<file path="src/rtl/rapcore_wb_spi_master.sv">
// Wishbone-mapped SPI mode-0 master that drives rapcore's SPI target port.
// Each transfer sends TX[63:0] MSB first and captures the 64-bit reply into RX.
module rapcore_wb_spi_master #(
  parameter logic [31:0] BASE_ADDR   = 32'h3000_0000,
  parameter logic [7:0]  DEFAULT_DIV = 8'd3,
  parameter int          XFER_BITS   = 64
) (
  input  logic        wb_clk_i,
  input  logic        wb_rst_ni,
  input  logic        wbs_stb_i,
  input  logic        wbs_cyc_i,
  input  logic        wbs_we_i,
  input  logic [3:0]  wbs_sel_i,
  input  logic [31:0] wbs_dat_i,
  input  logic [31:0] wbs_adr_i,
  output logic        wbs_ack_o,
  output logic [31:0] wbs_dat_o,
  output logic        spi_sck_o,
  output logic        spi_cs_no,
  output logic        spi_copi_o,
  input  logic        spi_cipo_i,
  output logic        irq_o
);

  generate
    if (XFER_BITS != 64) begin : g_xfer_bits_check
      $error("rapcore_wb_spi_master: XFER_BITS must be 64");
    end
  endgenerate

  typedef enum logic [2:0] {
    ST_IDLE, ST_SETUP, ST_SHIFT, ST_HOLD, ST_GAP
  } state_e;

  state_e      state_q, state_d;
  logic        ack_q, ack_d;
  logic [31:0] dat_q, dat_d;
  logic [63:0] tx_q, tx_d;
  logic [63:0] rx_q, rx_d;
  logic [63:0] shift_tx_q, shift_tx_d;
  logic [63:0] rx_shift_q, rx_shift_d;
  logic [7:0]  div_q, div_d;
  logic [7:0]  hcnt_q, hcnt_d;
  logic [6:0]  bcnt_q, bcnt_d;
  logic        busy_q, busy_d;
  logic        done_q, done_d;
  logic        ovr_q, ovr_d;
  logic        start_q, start_d;
  logic        sck_q, sck_d;
  logic        cs_n_q, cs_n_d;
  logic        copi_q, copi_d;

  logic        req_valid;
  logic        accept;
  logic        wr_en;
  logic        rd_en;
  logic [2:0]  offset;
  logic        hp_done;
  logic        locked;
  logic [31:0] rd_val;
  logic        unused_adr;

  assign req_valid  = wbs_cyc_i && wbs_stb_i && (wbs_adr_i[31:5] == BASE_ADDR[31:5]);
  // Ack is held low for a cycle after each pulse, so a held strobe is taken once.
  assign accept     = req_valid && !ack_q;
  assign wr_en      = accept && wbs_we_i;
  assign rd_en      = accept && !wbs_we_i;
  assign offset     = wbs_adr_i[4:2];
  assign hp_done    = (hcnt_q == div_q);
  assign locked     = busy_q || start_q;
  assign unused_adr = ^wbs_adr_i[1:0];

  function automatic logic [31:0] apply_sel(input logic [31:0] old_v,
                                            input logic [31:0] new_v,
                                            input logic [3:0]  sel);
    logic [31:0] r;
    r = old_v;
    for (int b = 0; b < 4; b++) begin
      if (sel[b]) r[8*b +: 8] = new_v[8*b +: 8];
    end
    return r;
  endfunction

  always_comb begin
    rd_val = 32'h0;
    case (offset)
      3'd0:    rd_val = tx_q[31:0];
      3'd1:    rd_val = tx_q[63:32];
      3'd2:    rd_val = rx_q[31:0];
      3'd3:    rd_val = rx_q[63:32];
      3'd4:    rd_val = {16'h0, div_q, 8'h0};
      3'd5:    rd_val = {29'h0, ovr_q, done_q, busy_q};
      default: rd_val = 32'h0;
    endcase
  end

  always_comb begin
    state_d    = state_q;
    ack_d      = accept;
    dat_d      = 32'h0;
    tx_d       = tx_q;
    rx_d       = rx_q;
    shift_tx_d = shift_tx_q;
    rx_shift_d = rx_shift_q;
    div_d      = div_q;
    hcnt_d     = hcnt_q;
    bcnt_d     = bcnt_q;
    busy_d     = busy_q;
    done_d     = done_q;
    ovr_d      = ovr_q;
    start_d    = start_q;
    sck_d      = sck_q;
    cs_n_d     = cs_n_q;
    copi_d     = copi_q;

    if (rd_en) begin
      dat_d = rd_val;
      if (offset == 3'd3) done_d = 1'b0;
    end

    if (wr_en) begin
      case (offset)
        3'd0: begin
          if (locked) ovr_d = 1'b1;
          else        tx_d[31:0] = apply_sel(tx_q[31:0], wbs_dat_i, wbs_sel_i);
        end
        3'd1: begin
          if (locked) ovr_d = 1'b1;
          else        tx_d[63:32] = apply_sel(tx_q[63:32], wbs_dat_i, wbs_sel_i);
        end
        3'd4: begin
          // Clears land before START so one write can clear and relaunch.
          if (wbs_sel_i[0]) begin
            if (wbs_dat_i[1]) done_d = 1'b0;
            if (wbs_dat_i[2]) ovr_d  = 1'b0;
            if (wbs_dat_i[0]) begin
              if (locked) begin
                ovr_d = 1'b1;
              end else begin
                start_d = 1'b1;
                done_d  = 1'b0;
              end
            end
          end
          if (wbs_sel_i[1]) begin
            if (locked) ovr_d = 1'b1;
            else        div_d = wbs_dat_i[15:8];
          end
        end
        default: ;
      endcase
    end

    case (state_q)
      ST_IDLE: begin
        if (start_q) begin
          start_d    = 1'b0;
          shift_tx_d = tx_q;
          cs_n_d     = 1'b0;
          sck_d      = 1'b0;
          copi_d     = tx_q[63];
          busy_d     = 1'b1;
          hcnt_d     = 8'd0;
          bcnt_d     = 7'd0;
          state_d    = ST_SETUP;
        end
      end
      ST_SETUP: begin
        if (hp_done) begin
          hcnt_d  = 8'd0;
          state_d = ST_SHIFT;
        end else begin
          hcnt_d = hcnt_q + 8'd1;
        end
      end
      ST_SHIFT: begin
        if (hp_done) begin
          hcnt_d = 8'd0;
          if (!sck_q) begin
            sck_d      = 1'b1;
            rx_shift_d = {rx_shift_q[62:0], spi_cipo_i};
          end else begin
            sck_d  = 1'b0;
            bcnt_d = bcnt_q + 7'd1;
            // Last falling edge leaves COPI on bit 0 rather than shifting further.
            if (bcnt_q == 7'(XFER_BITS - 1)) begin
              state_d = ST_HOLD;
            end else begin
              shift_tx_d = {shift_tx_q[62:0], 1'b0};
              copi_d     = shift_tx_q[62];
            end
          end
        end else begin
          hcnt_d = hcnt_q + 8'd1;
        end
      end
      ST_HOLD: begin
        if (hp_done) begin
          hcnt_d  = 8'd0;
          rx_d    = rx_shift_q;
          cs_n_d  = 1'b1;
          state_d = ST_GAP;
        end else begin
          hcnt_d = hcnt_q + 8'd1;
        end
      end
      ST_GAP: begin
        if (hp_done) begin
          hcnt_d  = 8'd0;
          busy_d  = 1'b0;
          done_d  = 1'b1;
          copi_d  = 1'b0;
          state_d = ST_IDLE;
        end else begin
          hcnt_d = hcnt_q + 8'd1;
        end
      end
      default: state_d = ST_IDLE;
    endcase
  end

  always_ff @(posedge wb_clk_i) begin
    if (!wb_rst_ni) begin
      state_q    <= ST_IDLE;
      ack_q      <= 1'b0;
      dat_q      <= 32'h0;
      tx_q       <= 64'h0;
      rx_q       <= 64'h0;
      shift_tx_q <= 64'h0;
      rx_shift_q <= 64'h0;
      div_q      <= DEFAULT_DIV;
      hcnt_q     <= 8'd0;
      bcnt_q     <= 7'd0;
      busy_q     <= 1'b0;
      done_q     <= 1'b0;
      ovr_q      <= 1'b0;
      start_q    <= 1'b0;
      sck_q      <= 1'b0;
      cs_n_q     <= 1'b1;
      copi_q     <= 1'b0;
    end else begin
      state_q    <= state_d;
      ack_q      <= ack_d;
      dat_q      <= dat_d;
      tx_q       <= tx_d;
      rx_q       <= rx_d;
      shift_tx_q <= shift_tx_d;
      rx_shift_q <= rx_shift_d;
      div_q      <= div_d;
      hcnt_q     <= hcnt_d;
      bcnt_q     <= bcnt_d;
      busy_q     <= busy_d;
      done_q     <= done_d;
      ovr_q      <= ovr_d;
      start_q    <= start_d;
      sck_q      <= sck_d;
      cs_n_q     <= cs_n_d;
      copi_q     <= copi_d;
    end
  end

  assign wbs_ack_o  = ack_q;
  assign wbs_dat_o  = dat_q;
  assign spi_sck_o  = sck_q;
  assign spi_cs_no  = cs_n_q;
  assign spi_copi_o = copi_q;
  assign irq_o      = done_q;

endmodule
</file>
<file path="config.mk">
export PLATFORM = sky130hd
export DESIGN_NAME = rapcore_wb_spi_master
export DESIGN_NICKNAME = d
export VERILOG_FILES = /design/src/rtl/rapcore_wb_spi_master.sv
export SDC_FILE = /design/constraint.sdc
export NUM_CORES = 1
export LEC_CHECK = 0
export ABC_CLOCK_PERIOD_IN_PS = 5500
export BUFFER_PORTS_ARGS = -buffer_cell sky130_fd_sc_hd__buf_2
export CELL_PAD_IN_SITES_DETAIL_PLACEMENT = 0
export CELL_PAD_IN_SITES_GLOBAL_PLACEMENT = 1
export CORE_MARGIN = 4
export CORE_UTILIZATION = 50
export DETAILED_ROUTE_END_ITERATION = 8
export PLACE_DENSITY_LB_ADDON = 0.25
export SYNTH_ARGS = -nofsm -noshare
export SYNTH_HDL_FRONTEND = slang
export SYNTH_SLANG_ARGS = --single-unit
</file>
<file path="constraint.sdc">
create_clock -name wb_clk_i -period 5.5 [get_ports wb_clk_i]
set_clock_uncertainty 0.2 [all_clocks]
set_input_delay 0 -clock wb_clk_i [delete_from_list [all_inputs] [get_ports wb_clk_i]]
set_output_delay 0 -clock wb_clk_i [all_outputs]
set_load 0.02 [all_outputs]
</file>
# Word level (Yosys, flattened, before mapping)
# Cells that the tools add are included.
[classes]
addsub = 2
eq_ne = 21
n_mux = 60
bitwise = 2
reduce_logical = 39
[op_table]
columns = ["op", "count"]
rows = [
  ["$mux 63", 4],
  ["$pmux 32 s6", 1],
  ["$pmux 63 s2", 1],
  ["$reduce_and 4->1", 10],
  ["$mux 1", 34],
  ["$eq 27x25->1 const B", 1],
  ["$mux 3", 7],
  ["$mux 7", 3],
  ["$mux 8", 2],
  ["$ne 2x2->1 const B", 8],
  ["$pmux 8 s2", 1],
  ["$pmux 3 s5", 1],
  ["$reduce_and 3->1", 5],
  ["$pmux 7 s2", 1],
  ["$eq 3x2->1 const B", 4],
  ["$reduce_bool 2->1", 5],
  ["$eq 3x3->1 const B", 3],
  ["$add 8x1->8 const B", 1],
  ["$eq 8x8->1", 1],
  ["$pmux 1 s2", 4],
  ["$add 7x1->7 const B", 1],
  ["$eq 7x6->1 const B", 1],
  ["$reduce_and 7->1", 1],
  ["$eq 3x1->1 const B", 2],
  ["13 further kinds", 22],
]
[word_totals]
register_bits = 321
input_bits = 74
out_inout_bits = 37
word_cells = 148

# Logic depth before layout (Yosys ltp)
# Gate-level depths: netlist (run 1).
[logic_depth]
word_depth = 13
ltp_mapped = 7
ltp_nobuf = 6

# Worst setup path after synthesis (run 1)
# Ideal clock, no wire load.
[synth_timing]
path_kind = "reg2reg"
start = "register sck_q, in the netlist spi_sck_o"
end = "register shift_tx_q[10]"
setup_ps = 80
t_arrival_ps = 1755
t_required_ps = 5220
slack_ps = 3465
path_stages_with_launch = 8
n_path_buf = 2
period_less_slack_ps = 2035
cell_sequence = "dfxtp_1 > buf_2 > and4bb_2 > o21ai_1 > nor3_4 > buf_6 > nor3_1 > a211oi_2"
[synth_between]
elab_chain_len = 2
[synth_rtl]
columns = ["element", "line_no", "text"]
rows = [
  ["start, declared", "49", "logic sck_q, sck_d;"],
  ["start signal, assigned", "256", "sck_q <= sck_d;"],
  ["$ne 2x2->1 (no line)", "-", ""],
  ["$reduce_and 5->1 (no line)", "-", ""],
  ["end signal, assigned", "247", "shift_tx_q <= shift_tx_d;"],
  ["end, declared", "40", "logic [63:0] shift_tx_q, shift_tx_d;"],
]
# Every way passes these cells.
# A chain may end at the register's enable or synchronous reset.

# Worst setup path in the final report (run 1)
[layout_timing]
start = "register ack_q, in the netlist wbs_ack_o"
end = "register tx_q[55]"
[layout_between]
elab_chain_len = 4
[layout_rtl]
columns = ["element", "line_no", "text"]
rows = [
  ["start, declared", "36", "logic ack_q, ack_d;"],
  ["start signal, assigned", "243", "ack_q <= ack_d;"],
  ["$logic_not 1->1", "65", "assign accept = req_valid && !ack_q;"],
  ["$logic_and 1x1->1", "65", ""],
  ["$logic_and 1x1->1", "66", "assign wr_en = accept && wbs_we_i;"],
  ["$reduce_and 4->1 (no line)", "-", ""],
  ["end signal, assigned", "245", "tx_q <= tx_d;"],
  ["end, declared", "38", "logic [63:0] tx_q, tx_d;"],
]
# Every way passes these cells.

==> flow_metrics.py, run 1 <==
metrics = {
    "hold_path": {
        "worst_hold_path_type": "in2reg",
    },
    "clock_network": {
        "cts-root-buf": "clkbuf_16",
        "cts_resized": 0,
        "numClockSinks": 321,
        "ctsHoldBuffers": 54,
        "clock_path_buffers": 3,
        "cts_made_buffers": 35,
        "clk_latency_ns": 0.52,
        "clk_pin_slew_ns": 0.06,
        "cts_max_level": 2,
        "cts_tree": "yes",
        "cts_setup_buffers": 0,
    },
    "logic_synthesis": {
        "ys_ff_latch": 321,
        "yosys.cell_types.count": 61,
        "yosys_warnings": 0,
        "async_flop_share": 0,
        "synthesis.nets": 1418,
        "synth_edf_count": 0,
        "synth-main-ff-cell": "dfxtp_1",
        "ys_seq_area_frac": 0.487,
        "netlist_instances": 1342,
        "syn_area_um2": 13200,
        "syn_area_per_cell_um2": 9.83,
    },
    "setup_path": {
        "crit_required_ns": 5.76,
        "arrival_ns": 3.95,
        "crit_type": "reg2reg",
        "critPathLaunchType": "flip-flop",
        "cp_max_fo": 14,
        "crit_path_end_kind": "flip-flop",
    },
    "job": {
        "drv_cap": 0,
    },
    "pwr": {
        "p_total_uw": 4830,
        "irDropWorstVdd_mv": 0.193,
        "power.leakage_uw": 0.00567,
        "p_per_area_nw_per_um2": 314,
    },
    "sta": {
        "setup_viol_count_final": 0,
        "holdWs_ns": 0.0286,
        "setup-tns-final_ns": 0,
        "finalHoldViolCount": 0,
        "slew-limit-headroom": 0.220,
        "slew_viol_final": 0,
        "rsz0062_at_grt": "no",
        "worstMarginPinSlew_ns": 1.17,
        "post-route-period-util": 0.671,
        "fin_crit_ns": 3.69,
        "fmax_mhz": 271,
    },
    "die": {
        "dieArea_um2": 29000,
        "core_area_um2": 26000,
        "ios": 111,
        "start_util": 0.508,
        "fp.dieH_um": 170,
        "dieWidth_um": 170,
        "num_rows": 59,
    },
    "global_route": {
        "grt_pass1_vias": 9968,
        "grt-ovfl-total": 0,
        "antenna_found_initial": 0,
        "grt_usage": 0.232,
        "grt_pass1_wl_um": 54500,
        "grt_max_degree": 186,
    },
    "outcome": {
        "status": "finished, final reports clean",
    },
    "route": {
        "wirelength_um": 34400,
        "drt_drc_violations_left": 0,
        "num_vias": 10326,
        "first_pass_iters": 5,
        "wire_per_inst_um": 19.1,
        "drtIter0Drc": 726,
        "ant_nets": 0,
        "vias_per_cell": 5.73,
    },
    "layout": {
        "layout-drive-gt1-share": 0.160,
        "area_growth_pct": 16.7,
        "finalNetCount": 1520,
        "n_antenna_cell": 0,
    },
    "placement": {
        "gp_congestion": 0.809,
        "numPortBuffers": 108,
        "hpwl_um": 21000,
    },
}
[registers in the layout, indices dropped and copies added (netlist names), 3 cells and up]
| register | count |
|---|---|
| bcnt_q | 7 |
| div_q | 8 |
| hcnt_q | 8 |
| rx_q | 64 |
| rx_shift_q | 64 |
| shift_tx_q | 63 |
| state_q | 3 |
| tx_q | 64 |
| wbs_dat_o | 32 |
[cell families (layout without fill, tap and decap cells)]
family                     count (synthesis)  in the layout  share of synthesized area
AOI/OAI and AO/OA                        242            242                      0.131
xor gates and xnor gates                  19             19                     0.0126
adders and majority gates                  2              2                    0.00190
buffers and inverters                    116            242                     0.0479
DFF                                      321            321                      0.487
muxes                                    212            212                      0.166
and+or+nand+nor                          430            430                      0.153
[Yosys cell counts, drive strengths merged, types with 4 or more instances]
library cell / n / area share
and2: 7 / 0.0033
or4: 4 / 0.0023
mux2: 4 / 0.0034
nand4: 17 / 0.0090
and3: 12 / 0.0058
mux2i: 203 / 0.15
xor2: 7 / 0.0046
a22oi: 55 / 0.031
nand2: 180 / 0.051
o21ai: 72 / 0.028
a21oi: 34 / 0.013
buf: 53 / 0.030
nor4: 5 / 0.0024
nand3: 75 / 0.028
a211oi: 63 / 0.048
nor2b: 6 / 0.0028
inv: 5 / 0.0014
clkbuf: 58 / 0.017
mux4: 5 / 0.0085
nor2: 42 / 0.012
dfxtp: 321 / 0.49
nor3: 68 / 0.027
xnor2: 12 / 0.0080
[where the power goes]
part	switching [uW]	leakage [uW]	total (uW)	internal (uW)
combinational	96.7	0.00251	153	55.8
sequential	0.943	0.00258	2330	2320
clock	949	0.000575	2360	1410
[stage by stage]
step	cells	setup WS, ns	utilization	area (um2)
final	1803	1.81	0.592	15400
after floorplan	1342	3.47	-	13200
after global routing	1803	1.60	0.592	15400
after global placement	1688	2.43	0.527	13700
after detailed placement	1688	2.37	0.527	13700
after CTS	1803	1.84	0.592	15400
[routing by layer]
layer	global-route usage	vias up	wire (um)
li1	-	5054	-
met1	0.331	4958	16200
met2	0.376	263	15900
met3	0.0295	51	1580
met4	0.0601	0	686
met5	0	-	0
[final cells by class]
class	instances	area [um2]
sequential	321	6430
multi-input combinational	905	6150
timing repair buffer	176	1200
tap	335	419
clock inverter	8	88.8
inverter	5	18.8
fill	2295	10600
clock buffer	53	1080
[final timing paths]
path / startpoint / endpoint / slack, ns / cells after the start
max: wbs_ack_o$_SDFF_PN0_ / tx_q[55]$_SDFFE_PN0P_ / 1.81 / 9
min reg2reg: rx_shift_q[63]$_SDFFE_PN0P_ / rx_q[63]$_SDFFE_PN0P_ / 0.27 / 2
min: wbs_adr_i[3] / wbs_dat_o[2]$_SDFF_PN0_ / 0.03 / 3
max reg2reg: wbs_ack_o$_SDFF_PN0_ / tx_q[55]$_SDFFE_PN0P_ / 1.81 / 9
[placed cells by master (no fill, tap or decap), types with 3 or more instances in the layout]
master           n
dfxtp_1        320
mux2i_1        203
nand2_1        180
buf_2          107
nand3_1         74
o21ai_0         70
nor3_1          66
a22oi_1         55
dlygate4sd3_1   54
nor2_1          41
clkbuf_16       37
a21oi_1         33
a211oi_1        32
a211oi_2        31
nand4_1         15
buf_4           13
xnor2_1         12
and3_1          11
clkbuf_8         9
xor2_1           7
clkbuf_1         7
nor2b_1          6
and2_1           6
nor4_1           5
mux4_2           5
mux2_2           4
or4_1            4
clkinv_2         4
inv_1            3
o31ai_1          3
o22a_1           3
[critical path, cell delays in order, from the launching register on]
cell and delay [ns]:
dfxtp_1 0.31, nor4_1 0.14, dlygate4sd3_1 0.57, nand4_1 0.10, dlygate4sd3_1 0.59, nor2_1 0.10, buf_4 0.21, and3_1 0.57
mux2i_1 0.24, dlygate4sd3_1 0.58
Note: power is estimated with default switching activity, not from simulation.
==> inputs of run 2 (changes only) <==
--- a/config.mk
+++ b/config.mk
@@ -5,12 +5,12 @@
 export SDC_FILE = /design/constraint.sdc
 export NUM_CORES = 1
 export LEC_CHECK = 0
-export ABC_CLOCK_PERIOD_IN_PS = 5500
+export ABC_CLOCK_PERIOD_IN_PS = 3470
 export BUFFER_PORTS_ARGS = -buffer_cell sky130_fd_sc_hd__buf_2
 export CELL_PAD_IN_SITES_DETAIL_PLACEMENT = 0
 export CELL_PAD_IN_SITES_GLOBAL_PLACEMENT = 1
 export CORE_MARGIN = 4
-export CORE_UTILIZATION = 50
+export CORE_UTILIZATION = 47
 export DETAILED_ROUTE_END_ITERATION = 8
 export PLACE_DENSITY_LB_ADDON = 0.25
 export SYNTH_ARGS = -nofsm -noshare
==> constraint.sdc (replaced) <==
create_clock -name wb_clk_i -period 3.47 [get_ports wb_clk_i]
set_clock_uncertainty 0.2 [all_clocks]
set_input_delay 0 -clock wb_clk_i [delete_from_list [all_inputs] [get_ports wb_clk_i]]
set_output_delay 0 -clock wb_clk_i [all_outputs]
set_load 0.02 [all_outputs]
==> run 2 against run 1 <==
Combinational power up 56%. Count of clock-buffer cells in the layout shrank 3. Power grew 58%. Clock power grew 57%. Critical endpoint is now tx_q[23]$_SDFFE_PN0P_. Largest cell class unchanged.
==> flow_metrics.py, run 2 (synthesis gave the netlist of run 1 again) <==
metrics = {
    "sta": {
        "fin_crit_ns": 3.23,
        "setup_viol_count_final": 0,
        "slew-limit-headroom": 0.295,
        "finalHoldViolCount": 0,
        "setup_slack_ns": 0.244,
        "rsz0062_at_grt": "no",
        "worstMarginPinSlew_ns": 1.06,
        "fmax_mhz": 310,
        "setup-tns-final_ns": 0,
        "slew_viol_final": 0,
        "post-route-period-util": 0.930,
    },
    "route": {
        "wire_per_inst_um": 18.8,
        "first_pass_iters": 5,
        "wirelength_um": 34900,
        "drtIter0Drc": 798,
        "vias_per_cell": 5.55,
        "ant_nets": 0,
        "drt_drc_violations_left": 0,
        "num_vias": 10277,
    },
    "pwr": {
        "p_per_area_nw_per_um2": 492,
        "power.leakage_uw": 0.00571,
        "switching_share": 0.214,
        "switching_power_uw": 1630,
        "irDropWorstVdd_mv": 0.348,
        "p_total_uw": 7630,
        "p_clk_frac": 0.485,
        "intPower_uw": 6000,
        "p_comb_frac": 0.031,
        "p_seq_frac": 0.483,
    },
    "die": {
        "dieWidth_um": 176,
        "core_area_um2": 27700,
        "start_util": 0.476,
        "fp.dieH_um": 176,
        "ios": 111,
        "dieArea_um2": 30800,
        "num_rows": 61,
    },
    "setup_path": {
        "cp_slowest_stage_delay_ns": 0.60,
        "crit_top_cell": "dlygate4sd3_1",
        "cp_slowest_cell": "dlygate4sd3_1",
        "rrSetupSlack_ns": 0.49,
        "critPathLaunchType": "input pin",
        "reg2regPathDepth": 8,
        "critPathLaunch": "wbs_adr_i[9]",
        "crit_path_end_kind": "flip-flop",
        "r2r_start": "wbs_ack_o$_SDFF_PN0_",
        "crit_chain": "dlygate4sd3_1 > buf_2 > nor2_1 > dlygate4sd3_1 > nand4_1 > dlygate4sd3_1 > nor2_1 > buf_4 > and3_2 > mux2i_1 > dlygate4sd3_1",
        "crit_required_ns": 3.72,
        "cp_max_fo": 14,
        "crit_type": "in2reg",
        "arrival_ns": 3.48,
        "rr_endpoint": "tx_q[23]$_SDFFE_PN0P_",
        "crit_end": "tx_q[23]$_SDFFE_PN0P_",
    },
    "clock_network": {
        "cts_tree": "yes",
        "numClockSinks": 321,
        "clk_pin_slew_ns": 0.06,
        "clk_latency_ns": 0.51,
        "cts_made_buffers": 35,
        "clock_path_buffers": 3,
        "cts_max_level": 2,
        "cts-root-buf": "clkbuf_16",
    },
    "placement": {
        "numPortBuffers": 108,
        "hpwl_um": 22600,
        "gp_congestion": 0.822,
        "placed_cell_area_um2": 13800,
        "dp_worst_setup_slack_ns": 0.766,
        "placedCellCount": 1737,
    },
    "layout": {
        "finalNetCount": 1525,
        "mostFrequentLayoutCells": "dfxtp_1, mux2i_1, nand2_1",
        "final_common_cell": "dfxtp_1",
        "final_area_um2": 15500,
        "n_antenna_cell": 0,
        "reg_top3": "rx_q x64, rx_shift_q x64, tx_q x64",
        "layout-drive-gt1-share": 0.166,
        "area_growth_pct": 17.6,
        "instances_no_fill": 1852,
    },
    "hold_path": {
        "worst_hold_path_type": "in2reg",
    },
    "outcome": {
        "status": "finished, final reports clean",
    },
    "global_route": {
        "use_met3": 0.0385,
        "grt_max_degree": 136,
        "use_met1": 0.325,
        "grt_pass1_wl_um": 55000,
        "grt_pass1_vias": 9928,
        "grt-ovfl-total": 0,
        "busiest_layer": "met2",
        "antenna_found_initial": 1,
        "grt_usage": 0.221,
        "use_met2": 0.338,
    },
    "job": {
        "drv_cap": 0,
    },
}
==> run 2: layout make-up <==
| class | instances | area (um2) |
|---|---|---|
| clock inverter | 12 | 150 |
| multi-input combinational | 905 | 6160 |
| inverter | 5 | 18.8 |
| fill | 2442 | 12200 |
| clock buffer | 50 | 992 |
| timing repair buffer | 181 | 1290 |
| tap | 378 | 473 |
| sequential | 321 | 6430 |
==> run 2: how the worst min path moves through the flow <==
| stage | from | endpoint | slack (ns) | cells past startpoint |
|---|---|---|---|---|
| finish | wbs_adr_i[24] | irq_o$_SDFF_PN0_ | 0.01 | 6 |
| detailed placement | spi_cipo_i | rx_shift_q[0]$_SDFFE_PN0P_ | 0.06 | 3 |
| global route | wbs_adr_i[3] | wbs_dat_o[2]$_SDFF_PN0_ | 0.05 | 3 |
| global placement | spi_cipo_i | rx_shift_q[0]$_SDFFE_PN0P_ | 0.05 | 3 |
| floorplan | spi_cipo_i | rx_shift_q[0]$_SDFFE_PN0P_ | -0.06 | 2 |
| CTS | wbs_adr_i[24] | irq_o$_SDFF_PN0_ | 0.0003 | 6 |
==> run 2: critical path: cells and delay by family <==
kind / cells / cell delay, ns
muxes: 1 / 0.24
and+or+nand+nor: 4 / 0.65
buffers and inverters: 6 / 2.56
==> run 2: through the flow <==
step	hold WS, ns	utilization
after floorplan	-0.0612	-
after global placement	0.0483	0.499
after detailed placement	0.0555	0.499
after CTS	0.000326	0.560
after global routing	0.0468	0.560
final	0.0113	0.560
==> run 2: power groups by stage <==
stage / clock [uW] / sequential, uW / combinational (uW)
after floorplan: 0 / 3770 / 109
after global placement: 0 / 3770 / 196
after detailed placement: 0 / 3770 / 197
after CTS: 3770 / 3690 / 236
after global routing: 3930 / 3680 / 257
final: 3700 / 3690 / 238
==> run 2: metal layers <==
metal,up-vias,wire [um]
li1,5054,-
met1,4943,16800
met2,237,15400
met3,41,1930
met4,2,722
met5,-,13
==> run 2: repair_timing <==
| action | CTS | global route |
|---|---|---|
| endpoints found under the hold margin | 122 | 0 |
| setup endpoints to repair | 0 | 4 |
| buffers inserted | 0 | 0 |
| hold buffers | 53 | 0 |
| gates resized for setup | 0 | 4 |
==> inputs of run 3 (changes only) <==
--- a/config.mk
+++ b/config.mk
@@ -12,6 +12,7 @@
 export CORE_MARGIN = 4
 export CORE_UTILIZATION = 47
 export DETAILED_ROUTE_END_ITERATION = 8
+export GPL_TIMING_DRIVEN = 0
 export PLACE_DENSITY_LB_ADDON = 0.25
 export SYNTH_ARGS = -nofsm -noshare
 export SYNTH_HDL_FRONTEND = slang
==> run 3 against run 2 <==
Combinational power is 8% higher. Sequential cell count stayed put. Sequential share of layout area is 1.0 points lower. Highest routed layer unchanged. Largest cell class unchanged.
==> flow_metrics.py, run 3 (synthesis gave the netlist of run 1 again) <==
metrics = {
    "outcome": {
        "status": "finished, final reports clean",
    },
    "setup_path": {
        "crit_type": "in2reg",
        "critPathLaunchType": "input pin",
        "rrSetupSlack_ns": 0.56,
        "crit_required_ns": 3.67,
        "arrival_ns": 3.32,
        "crit_path_end_kind": "flip-flop",
        "cp_max_fo": 10,
    },
    "placement": {
        "placed_cell_area_um2": 14200,
        "hpwl_um": 28800,
        "gp_congestion": 0.854,
        "numPortBuffers": 107,
    },
    "layout": {
        "final_common_cell": "dfxtp_1",
        "area_growth_pct": 20.6,
        "n_antenna_cell": 0,
        "finalNetCount": 1617,
        "mostFrequentLayoutCells": "dfxtp_1, mux2i_1, nand2_1",
        "seq_area_um2": 6430,
        "reg_top3": "rx_q x64, rx_shift_q x64, tx_q x64",
        "final_area_um2": 15900,
        "multi_input_area_um2": 6130,
        "nFillCells": 2515,
        "layout-drive-gt1-share": 0.167,
    },
    "die": {
        "ios": 111,
        "start_util": 0.476,
        "dieWidth_um": 176,
        "dieArea_um2": 30800,
        "fp.dieH_um": 176,
        "num_rows": 61,
        "core_area_um2": 27700,
    },
    "clock_network": {
        "clock_path_buffers": 3,
        "clk_latency_ns": 0.51,
        "cts_made_buffers": 35,
        "cts-root-buf": "clkbuf_16",
        "cts_tree": "yes",
        "clk_pin_slew_ns": 0.06,
        "cts_max_level": 2,
        "cts_setup_buffers": 0,
        "numClockSinks": 321,
    },
    "sta": {
        "setup_viol_count_final": 0,
        "fmax_mhz": 320,
        "fin_crit_ns": 3.12,
        "slew_viol_final": 0,
        "setup-tns-final_ns": 0,
        "worstMarginPinSlew_ns": 0.841,
        "rsz0062_at_grt": "no",
        "post-route-period-util": 0.900,
        "finalHoldViolCount": 0,
        "slew-limit-headroom": 0.439,
    },
    "route": {
        "num_vias": 10729,
        "wirelength_um": 38700,
        "first_pass_iters": 6,
        "vias_per_cell": 5.52,
        "drt_drc_violations_left": 0,
        "drtIter0Drc": 846,
        "wire_per_inst_um": 19.9,
        "ant_nets": 0,
    },
    "hold_path": {
        "worst_hold_path_type": "in2reg",
    },
    "pwr": {
        "irDropWorstVdd_mv": 0.325,
        "p_per_area_nw_per_um2": 484,
        "power.leakage_uw": 0.00590,
        "p_total_uw": 7690,
    },
    "global_route": {
        "grt_pass1_vias": 10605,
        "grt_max_degree": 15,
        "grt-ovfl-total": 0,
        "antenna_found_initial": 1,
        "grt_pass1_wl_um": 60300,
        "grt_usage": 0.248,
    },
    "job": {
        "drv_cap": 0,
    },
}
==> run 3: cell types whose count changed in the layout (fill, tap and decap cells not counted), moves of 5 or more <==
cell	delta
buf_6	+19
buf_2	+21
buf_4	-10
buf_12	-5
buf_1	+7
clkbuf_1	+56
==> run 3: where the power goes <==
part | total [uW] | switching (uW) | internal [uW]
Clock | 3750 | 1510 | 2240
Sequential | 3690 | 1.95 | 3690
Combinational | 256 | 163 | 93.1
==> run 3: final timing paths <==
path | startpoint | endpoint | depth (start not counted)
setup / recovery | wbs_adr_i[9] | div_q[1]$_SDFFE_PN1P_ | 10
hold / removal | spi_cipo_i | rx_shift_q[0]$_SDFFE_PN0P_ | 4
setup reg to reg | wbs_ack_o$_SDFF_PN0_ | div_q[1]$_SDFFE_PN1P_ | 7
hold reg to reg | rx_q[19]$_SDFFE_PN0P_ | rx_q[19]$_SDFFE_PN0P_ | 2
==> run 3: cell type report <==
class,instances,area share
sequential,321,0.404
multi-input combinational,905,0.386
timing repair buffer,162,0.0683
clock buffer,48,0.0627
buffer,111,0.0385
tap,378,0.0297
clock inverter,13,0.00976
inverter,5,0.00118
==> run 3: timing repair <==
action                                 in CTS  in global routing
endpoints found under the hold margin      89                  0
hold buffers                               55                  0
resized for setup                           0                  0
setup endpoints to repair                   0                  0
==> run 3: metal layers <==
metal,global-route usage,routed length (um)
met2,0.402,17700
met1,0.345,17600
met3,0.0448,2530
met4,0.0624,870
met5,0,13
==> run 3: through the flow <==
stage / setup slack [ns] / hold WS [ns] / std cells / utilization
after detailed placement: 0.917 / 0.0668 / 1827 / 0.513
after global placement: 0.930 / 0.0579 / 1827 / 0.513
after CTS: 0.390 / 0.0792 / 1943 / 0.574
after global routing: 0.169 / 0.132 / 1943 / 0.574
after floorplan: 1.44 / -0.0612 / 1342 / -
final: 0.348 / 0.0983 / 1943 / 0.574
==> run 3: worst max-delay path: stages <==
cell and delay (ns):
dlygate4sd3_1 0.54, buf_2 0.12, nor2_1 0.07, dlygate4sd3_1 0.56, nand4_1 0.10, nor2_1 0.45
buf_2 0.32, nand4_2 0.37, mux2i_1 0.22, dlygate4sd3_1 0.57
